## src/rtl/pcx2mb_pkg.sv

```systemverilog
// Shared definitions for the PCX-to-MicroBlaze grant scheduler.
//   PCX2MB_NUM_DEST    number of PCX destinations
//   PCX2MB_DEPTH       pending entries per destination queue
//   PCX2MB_MB_CREDITS  downstream packet credits after reset
//   sched_state_e      scheduler FSM states
//   onehot2idx         one-hot (up to 8 bits) to binary index
package pcx2mb_pkg;

  localparam int PCX2MB_NUM_DEST   = 5;
  localparam int PCX2MB_DEPTH      = 2;
  localparam int PCX2MB_MB_CREDITS = 4;

  typedef enum logic {
    IDLE  = 1'b0,
    ATOM2 = 1'b1
  } sched_state_e;

  // Callers zero-extend narrower vectors; an all-zero input returns 0.
  function automatic logic [2:0] onehot2idx(input logic [7:0] oh);
    logic [2:0] idx;
    idx = '0;
    for (int i = 0; i < 8; i++) begin
      if (oh[i]) idx = idx | 3'(i);
    end
    return idx;
  endfunction

endpackage

```

## src/rtl/pcx2mb_dest_q.sv

```systemverilog
// Per-destination pending-request queue: a DEPTH-entry FIFO of atom bits.
//   clk, rst    clock, asynchronous active-high reset
//   push        request for this destination (already qualified one-hot)
//   push_atom   atom bit stored with the request
//   pop         remove the head entry (only asserted when non-empty)
//   empty       queue holds no entries
//   head_atom   atom bit of the head entry
//   drop        registered pulse: a push found the queue full and was discarded
module pcx2mb_dest_q
  import pcx2mb_pkg::*;
#(
  parameter int DEPTH = PCX2MB_DEPTH
) (
  input  logic clk,
  input  logic rst,
  input  logic push,
  input  logic push_atom,
  input  logic pop,
  output logic empty,
  output logic head_atom,
  output logic drop
);

  localparam int CW = $clog2(DEPTH + 1);

  logic [CW-1:0]    cnt, cnt_nxt, wr_pos;
  logic [DEPTH-1:0] mem, mem_nxt;
  logic             full, accept;

  assign full      = (cnt == CW'(DEPTH));
  assign empty     = (cnt == '0);
  assign head_atom = mem[0];

  // A full queue still accepts when its head leaves in the same cycle.
  assign accept = push && (!full || pop);
  // Entry 0 is the head; popping shifts everything down one slot first.
  assign wr_pos = pop ? (cnt - 1'b1) : cnt;

  always_comb begin
    mem_nxt = mem;
    if (pop) mem_nxt = mem >> 1;
    for (int i = 0; i < DEPTH; i++) begin
      if (accept && (wr_pos == CW'(i))) mem_nxt[i] = push_atom;
    end
    cnt_nxt = cnt;
    if (accept && !pop) cnt_nxt = cnt + 1'b1;
    else if (pop && !accept) cnt_nxt = cnt - 1'b1;
  end

  always_ff @(posedge clk or posedge rst) begin
    if (rst) begin
      cnt  <= '0;
      mem  <= '0;
      drop <= 1'b0;
    end else begin
      cnt  <= cnt_nxt;
      mem  <= mem_nxt;
      drop <= push && !accept;
    end
  end

endmodule

```

## src/rtl/pcx2mb_grant_sched.sv

```systemverilog
// Round-robin grant scheduler sharing one credit-controlled MicroBlaze link
// between NUM_DEST PCX destinations. Atomic requests take two back-to-back grants.
//   rclk, reset     clock, asynchronous active-high reset
//   pcx_req_pa      one-hot request (non-one-hot ignored)
//   pcx_atom_pa     request is atomic (two packets)
//   mb_credit_ret   downstream returned one packet credit
//   pcx_grant_px    registered one-hot grant
//   mb_send_px      packet issued this cycle
//   mb_dest_px      binary index of granted destination
//   mb_atom_px      high on both packets of an atomic grant
//   req_drop        pulse: request hit a full queue
//   err_credit_ovf  sticky: credit return beyond MB_CREDITS
module pcx2mb_grant_sched
  import pcx2mb_pkg::*;
#(
  parameter int NUM_DEST   = PCX2MB_NUM_DEST,
  parameter int DEPTH      = PCX2MB_DEPTH,
  parameter int MB_CREDITS = PCX2MB_MB_CREDITS
) (
  input  logic                rclk,
  input  logic                reset,
  input  logic [NUM_DEST-1:0] pcx_req_pa,
  input  logic                pcx_atom_pa,
  input  logic                mb_credit_ret,
  output logic [NUM_DEST-1:0] pcx_grant_px,
  output logic                mb_send_px,
  output logic [2:0]          mb_dest_px,
  output logic                mb_atom_px,
  output logic                req_drop,
  output logic                err_credit_ovf
);

  localparam int IW  = (NUM_DEST > 1) ? $clog2(NUM_DEST) : 1;
  localparam int CRW = $clog2(MB_CREDITS + 1);
  localparam logic [IW:0] N_EXT = (IW + 1)'(NUM_DEST);

  sched_state_e        state, state_nxt;
  logic [IW-1:0]       rr_ptr, ptr_nxt, atom_dest, atom_dest_nxt;
  logic [CRW-1:0]      credit, credit_nxt;
  logic                ovf_nxt;
  logic [NUM_DEST-1:0] grant_nxt;
  logic                atom_nxt, send;

  logic                req_valid;
  logic [NUM_DEST-1:0] push, pop, q_empty, q_head_atom, q_drop, elig, elig_rot;
  logic                pick_valid;
  logic [IW-1:0]       pick_off, pick_idx;
  logic [IW:0]         pick_sum;

  assign req_valid = (pcx_req_pa != '0) && ((pcx_req_pa & (pcx_req_pa - 1'b1)) == '0);
  assign push      = req_valid ? pcx_req_pa : '0;

  for (genvar g = 0; g < NUM_DEST; g++) begin : g_q
    pcx2mb_dest_q #(.DEPTH(DEPTH)) u_q (
      .clk       (rclk),
      .rst       (reset),
      .push      (push[g]),
      .push_atom (pcx_atom_pa),
      .pop       (pop[g]),
      .empty     (q_empty[g]),
      .head_atom (q_head_atom[g]),
      .drop      (q_drop[g])
    );
  end

  // An atomic head needs both credits up front so its second packet is guaranteed.
  always_comb begin
    for (int d = 0; d < NUM_DEST; d++) begin
      elig[d] = !q_empty[d] && (q_head_atom[d] ? (credit >= CRW'(2)) : (credit != '0));
    end
  end

  // Rotate so bit 0 is the RR pointer, take the first set bit, rotate back.
  assign elig_rot = NUM_DEST'({elig, elig} >> rr_ptr);

  always_comb begin
    pick_valid = 1'b0;
    pick_off   = '0;
    for (int k = 0; k < NUM_DEST; k++) begin
      if (!pick_valid && elig_rot[k]) begin
        pick_valid = 1'b1;
        pick_off   = IW'(k);
      end
    end
  end

  assign pick_sum = {1'b0, rr_ptr} + {1'b0, pick_off};
  assign pick_idx = (pick_sum >= N_EXT) ? IW'(pick_sum - N_EXT) : IW'(pick_sum);

  always_comb begin
    state_nxt     = state;
    pop           = '0;
    grant_nxt     = '0;
    atom_nxt      = 1'b0;
    send          = 1'b0;
    ptr_nxt       = rr_ptr;
    atom_dest_nxt = atom_dest;
    case (state)
      IDLE: begin
        if (pick_valid) begin
          pop       = NUM_DEST'(1) << pick_idx;
          grant_nxt = NUM_DEST'(1) << pick_idx;
          atom_nxt  = q_head_atom[pick_idx];
          send      = 1'b1;
          ptr_nxt   = (pick_idx == IW'(NUM_DEST - 1)) ? '0 : pick_idx + 1'b1;
          if (q_head_atom[pick_idx]) begin
            state_nxt     = ATOM2;
            atom_dest_nxt = pick_idx;
          end
        end
      end
      ATOM2: begin
        grant_nxt = NUM_DEST'(1) << atom_dest;
        atom_nxt  = 1'b1;
        send      = 1'b1;
        state_nxt = IDLE;
      end
      default: state_nxt = IDLE;
    endcase
  end

  always_comb begin
    credit_nxt = credit;
    ovf_nxt    = err_credit_ovf;
    case ({send, mb_credit_ret})
      2'b10: credit_nxt = credit - 1'b1;
      2'b01: begin
        if (credit == CRW'(MB_CREDITS)) ovf_nxt = 1'b1;
        else credit_nxt = credit + 1'b1;
      end
      default: ;
    endcase
  end

  always_ff @(posedge rclk or posedge reset) begin
    if (reset) state <= IDLE;
    else       state <= state_nxt;
  end

  always_ff @(posedge rclk or posedge reset) begin
    if (reset) begin
      rr_ptr         <= '0;
      atom_dest      <= '0;
      credit         <= CRW'(MB_CREDITS);
      err_credit_ovf <= 1'b0;
      pcx_grant_px   <= '0;
      mb_atom_px     <= 1'b0;
    end else begin
      rr_ptr         <= ptr_nxt;
      atom_dest      <= atom_dest_nxt;
      credit         <= credit_nxt;
      err_credit_ovf <= ovf_nxt;
      pcx_grant_px   <= grant_nxt;
      mb_atom_px     <= atom_nxt;
    end
  end

  assign mb_send_px = |pcx_grant_px;
  assign mb_dest_px = onehot2idx(8'(pcx_grant_px));
  assign req_drop   = |q_drop;

endmodule

```

## config.mk

```make
export PLATFORM = sky130hd
export DESIGN_NAME = pcx2mb_grant_sched
export DESIGN_NICKNAME = d
export VERILOG_FILES = /design/src/rtl/pcx2mb_pkg.sv /design/src/rtl/pcx2mb_dest_q.sv /design/src/rtl/pcx2mb_grant_sched.sv
export SDC_FILE = /design/constraint.sdc
export NUM_CORES = 1
export LEC_CHECK = 0
export ABC_AREA = 1
export CAP_MARGIN = 5
export CORE_UTILIZATION = 58
export DETAILED_ROUTE_END_ITERATION = 8
export DONT_BUFFER_PORTS = 1
export PLACE_DENSITY = 0.82
export SLEW_MARGIN = 5
export SYNTH_ARGS = -nofsm -noshare
export SYNTH_HDL_FRONTEND = slang
export SYNTH_SLANG_ARGS = --single-unit
```

## constraint.sdc

```tcl
create_clock -name rclk -period 3.85 [get_ports rclk]
set_input_delay 0.9625 -clock rclk [delete_from_list [all_inputs] [get_ports rclk]]
set_output_delay 0.9625 -clock rclk [all_outputs]
set_load 0.01 [all_outputs]
```

# Yosys cells after proc, flatten, opt, wreduce, memory -nomap -nowiden
# Index checks and enable logic that the tools add are counted.
# Widths: inputs -> output; s select.
# classes
shift	3
bitwise_logic	2
muxes	65
reduce_logical	104
add_sub_neg	16
eq_ne	15
magnitude_cmp	3
# ops
cell	count
$mux 2	22
$logic_and 1x1->1	40
$reduce_bool 2->1	16
$mux 1	27
$logic_not 1->1	24
$mux 3	7
$logic_not 2->1	10
$mux 5	3
$eq 2x1->1 const B	6
$eq 2x2->1 const B	6
$add 2x1->2 const B	5
$pmux 5 s2	1
$reduce_or 5->1	2
$shl 1x3->5 const A	2
$shr 10x3->5	1
$sub 2x1->2 const B	5
$add 3x1->3 const B	2
$eq 3x3->1 const B	2
$pmux 1 s2	3
$pmux 3 s2	1
$reduce_and 2->1	3
$and 5x5->5	1
$logic_not 5->1	1
$logic_or 1x1->1	5
13 further kinds	13
# word_totals
ff_bits	42
wordCells	235

# Depth between registers and ports, before layout
# depth
ltp_word	29
depth_mapped	29
mapped_depth_nobuf	28

# Cells and area by module
# A second synthesis with hierarchy kept.
# hier_totals
hier_cells	453
area_unflattened_um2	3413.3
# modules_own_cells
module	cells_each	area_each_um2	instances	seq_area_each_um2
pcx2mb_dest_q	46	366.6	5	125.1
pcx2mb_grant_sched	223	1580.3	1	426.7

# Worst setup path before layout
# Ideal clock, no wire load.
# synth_timing
kind	flip-flop to flip-flop
start	reg g_q[3].u_q.cnt[0]
end	reg g_q[3].u_q.mem[0]
n_path_buf	1
setup_slack_ns	-0.198
arrival_time_ns	3.931
stages_incl_launch_ff	27
setup_ns	0.117
path_cell_list	dfrtp_1 -> inv_1 -> ha_1 -> inv_1 -> nand3_2 -> nand3_1 -> nand3_1 -> nand2_1 -> nor2_4 -> nor3_1 -> fa_1 -> inv_1 -> ha_1 -> inv_1 -> o21ai_1 -> nand3_2 -> o21ai_0 -> inv_1 -> ha_1 -> ha_1 -> nand3_1 -> buf_4 -> nand2_1 -> nand2_1 -> nand3_1 -> nand2_1 -> nand2_1
# synth_between
elab_chain_len	27
# synth_lines
element	line_no	rtl
start: declaration	pcx2mb_dest_q.sv:26	logic [CW-1:0] cnt, cnt_nxt, wr_pos;
start signal: assignment	pcx2mb_dest_q.sv:56	cnt <= cnt_nxt;
$logic_not 2->1 *	pcx2mb_dest_q.sv:31	assign empty = (cnt == '0);
$logic_not 1->1 *	pcx2mb_grant_sched.sv:69	elig[d] = !q_empty[d] && (q_head_atom[d] ? (credit >= CRW'(2)) : (credit != '0));
$logic_and 1x1->1 *	pcx2mb_grant_sched.sv:69	
$shr 10x3->5 *	pcx2mb_grant_sched.sv:74	assign elig_rot = NUM_DEST'({elig, elig} >> rr_ptr);
$mux 1	pcx2mb_grant_sched.sv:80	if (!pick_valid && elig_rot[k]) begin
$logic_not 1->1	pcx2mb_grant_sched.sv:80	
$logic_and 1x1->1	pcx2mb_grant_sched.sv:80	
$mux 1	pcx2mb_grant_sched.sv:80	
(+12 left out)	-	
net pick_idx[1]	pcx2mb_grant_sched.sv:47	logic [IW-1:0] pick_off, pick_idx;
$shl 1x3->5 *	pcx2mb_grant_sched.sv:101	pop = NUM_DEST'(1) << pick_idx;
$mux 5 *	pcx2mb_grant_sched.sv:100	if (pick_valid) begin
$mux 5 *	pcx2mb_grant_sched.sv:98	case (state)
$mux 2 / $logic_or 1x1->1 (equally long branches)	pcx2mb_dest_q.sv:37, pcx2mb_dest_q.sv:35	
$logic_not 2->1 / $logic_and 1x1->1 (equally long branches)	pcx2mb_dest_q.sv:43, pcx2mb_dest_q.sv:35	
$logic_and 1x1->1	pcx2mb_dest_q.sv:43	if (accept && (wr_pos == CW'(i))) mem_nxt[i] = push_atom;
$mux 1 / $reduce_bool 2->1 (equally long branches)	-	
end signal: assignment	pcx2mb_dest_q.sv:57	mem <= mem_nxt;
end: declaration	pcx2mb_dest_q.sv:27	logic [DEPTH-1:0] mem, mem_nxt;
# The timed path passes the listed nets; every way through them passes the cells marked *.
# A chain may end at the register's enable or synchronous reset.

# Final worst setup path
# layout_timing
start	reg credit[1]
end	reg g_q[1].u_q.mem[0]
# layout_between
elab_chain_len	27
# layout_lines
element	line_no	rtl
start: declaration	pcx2mb_grant_sched.sv:39	logic [CRW-1:0] credit, credit_nxt;
start signal: assignment	pcx2mb_grant_sched.sv:144	credit <= CRW'(MB_CREDITS);
start signal: assignment	pcx2mb_grant_sched.sv:151	credit <= credit_nxt;
$ge 3x2->1 / $reduce_bool 3->1 (equally long branches)	pcx2mb_grant_sched.sv:69	
$mux 1	pcx2mb_grant_sched.sv:69	
$logic_and 1x1->1	pcx2mb_grant_sched.sv:69	
$shr 10x3->5 *	pcx2mb_grant_sched.sv:74	
$mux 1	pcx2mb_grant_sched.sv:80	
$logic_not 1->1	pcx2mb_grant_sched.sv:80	
$logic_and 1x1->1	pcx2mb_grant_sched.sv:80	
$mux 1	pcx2mb_grant_sched.sv:80	
(+11 left out)	-	
$mux 3	pcx2mb_grant_sched.sv:88	assign pick_idx = (pick_sum >= N_EXT) ? IW'(pick_sum - N_EXT) : IW'(pick_sum);
$shl 1x3->5	pcx2mb_grant_sched.sv:101	
$mux 5 *	pcx2mb_grant_sched.sv:100	
$mux 5 *	pcx2mb_grant_sched.sv:98	
$mux 2 / $logic_or 1x1->1 (equally long branches)	pcx2mb_dest_q.sv:37, pcx2mb_dest_q.sv:35	
$logic_not 2->1 / $logic_and 1x1->1 (equally long branches)	pcx2mb_dest_q.sv:43, pcx2mb_dest_q.sv:35	
$logic_and 1x1->1	pcx2mb_dest_q.sv:43	
$mux 1 / $reduce_bool 2->1 (equally long branches)	-	
end signal: assignment	pcx2mb_dest_q.sv:57	
end: declaration	pcx2mb_dest_q.sv:27	
# Every way passes the cells marked *; elsewhere a longest branch is shown, timed or not.

==> out/metrics.cfg <==
[place]
dp_hpwl_um=6293
dp_slack_ps=-429.2
gp_congestion=0.8790
port_buffers=0

[critical_path]
cp-start-kind=flop
crit_path_end_kind=flop
critical_path_arrival_ps=4650
required_ps=4060
worstSetupPathType=reg -> reg
path_max_fanout=6

[clocking]
numCtsBuffers=5
clock_latency_ps=310
h-tree-depth=2
holdBufCountCts=0
cts_sinks=42
cts_tree=yes
clk_pin_slew_ps=90
clock_path_buffers=2
clockRootBuffer=clkbuf_8

[global_route]
grt_first_pass_wirelength_um=16990
met1_usage_pct=39.50
grt_overflow=0
grt_util_met2_pct=65.22
grt_start_max_net_pins=43
antenna_found_initial=0
track_usage_pct=36.46
use_met3_pct=6.667
top_usage_layer=met2
grt_pass1_vias=3721

[synthesis]
ys_seq_elements=42
netlist_area_um2=3274
synthTopCellsByArea=dfrtp_1 31%, nand2_1 13%, nand3_1 8.6%
synth_nets=477
syn_inst=446
ys_seq_area_share_pct=32.14
ys_types=35
synth_top_area_cell=dfrtp_1
avgSynthCellArea_um2=7.342
synth_top_area_share_pct=31.33
synth_warnings=0

[sta]
relSlewSlack_pct=61.99
fmax_mhz=225.4
worst_slack_ps=-586.3
finalClockSkew_ps=6.935
worst_pin_slew_ps=570.2
maxSlewViolCount=0
rsz0062_at_grt=true
fin_setup_tns_ps=-13850
hold_violations=0
period_share_pct=115.2
setup_viol=37
layout_min_cycle_time_ps=4436

[min_path]
hold_class=reg -> reg

[routing]
avgRoutedWirePerCell_um=18.23
drt-vias-per-instance=6.151
drt_wl_total_um=10990
drc=0
drt_iter0_markers=379
drt-pass1-iter-count=5
vias=3709
ant_nets=0

[floorplanning]
fp-row-count=26
start_util_pct=62.13
dieArea_um2=5950
core-area_um2=5270
fp.dieH_um=77.14
dieWidth_um=77.14
ios=21

[final_layout]
drive_above_1_share_pct=40.15
antenna_cells=0
num-fill-cells=282
final_cell_mix=105 x nand2_1, 81 x buf_4, 46 x inv_1, 39 x dfrtp_1, 36 x nand3_1
syn_to_final_growth_pct=36.53
layout_commonest_cell=nand2_1
fin_nets=563

[status]
violations=negative setup slack
status=complete, but fails checks

[flow_run]
max-cap-violations=0

==> routing by layer <==
metal / wire (µm) / part of all wire [%]
met1: 3908 / 36
met2: 5406 / 49
met3: 864 / 7.9
met4: 813 / 7.4
met5: 0 / 0
==> layout make-up <==
type | count | area (µm²) | area share, %
inverter | 70 | 270.3 | 6.045
clock inverter | 2 | 12.51 | 0.2799
timing repair buffer | 91 | 729.5 | 16.32
clock buffer | 6 | 82.58 | 1.847
tap | 70 | 87.58 | 1.959
multi-input combinational | 322 | 2233 | 49.96
sequential | 42 | 1055 | 23.59
==> final timing paths <==
path | from | depth (start not counted) | slack, ps | end
max in group asynchronous | reset | 2 | 2790 | g_q[0].u_q.mem[0]$_DFFE_PP0P_
hold / removal | atom_dest[0]$_DFFE_PP0P_ | 1 | 520 | pcx_grant_px[2]$_DFF_PP0_
setup / recovery | credit[1]$_DFFE_PP0P_ | 25 | -590 | g_q[1].u_q.mem[0]$_DFFE_PP0P_
setup reg to reg | credit[1]$_DFFE_PP0P_ | 25 | -590 | g_q[1].u_q.mem[0]$_DFFE_PP0P_
min in group asynchronous | reset | 2 | 660 | credit[1]$_DFFE_PP0P_
hold reg to reg | atom_dest[0]$_DFFE_PP0P_ | 1 | 520 | pcx_grant_px[2]$_DFF_PP0_
==> flip-flops by register name, indices dropped and copies added, names as in the netlist, 3 cells and up <==
signal	cells
g_q.u_q.cnt	10
g_q.u_q.mem	10
g_q.u_q.drop	5
pcx_grant_px	5
atom_dest	3
credit	3
rr_ptr	3
==> synth_stat cells (all sizes together) <==
master / instances
a21oi: 8
a22o: 1
a31oi: 1
buf: 11
clkbuf: 2
dfrtp: 41
dfstp: 1
fa: 2
ha: 20
inv: 70
nand2: 127
nand3: 65
nand3b: 5
nand4: 25
nor2: 22
nor3: 7
o211ai: 3
o21ai: 17
o21bai: 1
o31ai: 3
or2: 6
xor2: 8
==> logic make-up (layout without fill, tap and decap cells) <==
kind of cell | count (synthesis) | in the layout | share of synthesized area, %
compound gates | 34 | 34 | 6.687
xor+xnor | 8 | 8 | 2.140
fa+ha+maj | 22 | 22 | 8.865
buf+inv | 83 | 169 | 10.81
flops | 42 | 42 | 32.14
simple gates | 257 | 258 | 39.36
==> worst max-delay path: stages, from the launching register on <==
cell	delay, ps
dfrtp_1	480
nor2_4	260
nand2_2	120
nand3_2	120
nand3_2	120
nand2_2	80
nand2_2	50
buf_4	140
nor2_4	110
nor3_2	40
buf_4	130
fa_1	540
inv_2	60
ha_2	180
o21ai_4	160
nand3_4	140
o21ai_2	300
buf_4	220
ha_4	160
inv_2	40
nor2_4	140
nand3_4	160
a21oi_4	270
nand3_1	130
nand2_1	110
nand2_1	60
==> timing repair <==
action	4_1_cts	5_1_grt
gates resized for setup	87	17
setup buffers	14	2
setup endpoints to repair	31	37
cloned	1	0
pin swaps	25	10
==> through the flow <==
stage               hold WS (ps)  cells  util (%)  instance area [µm²]
floorplan                  463.2    446         -                 3299
global placement           494.3    578     73.22                 3859
detailed placement         512.6    578     73.22                 3859
CTS                        523.1    601     83.38                 4394
global route               544.1    603     84.83                 4471
finish                     524.3    603     84.83                 4471
Power is not shown: default switching activity piles up to over one toggle a cycle in this logic, so the estimate is an artifact.
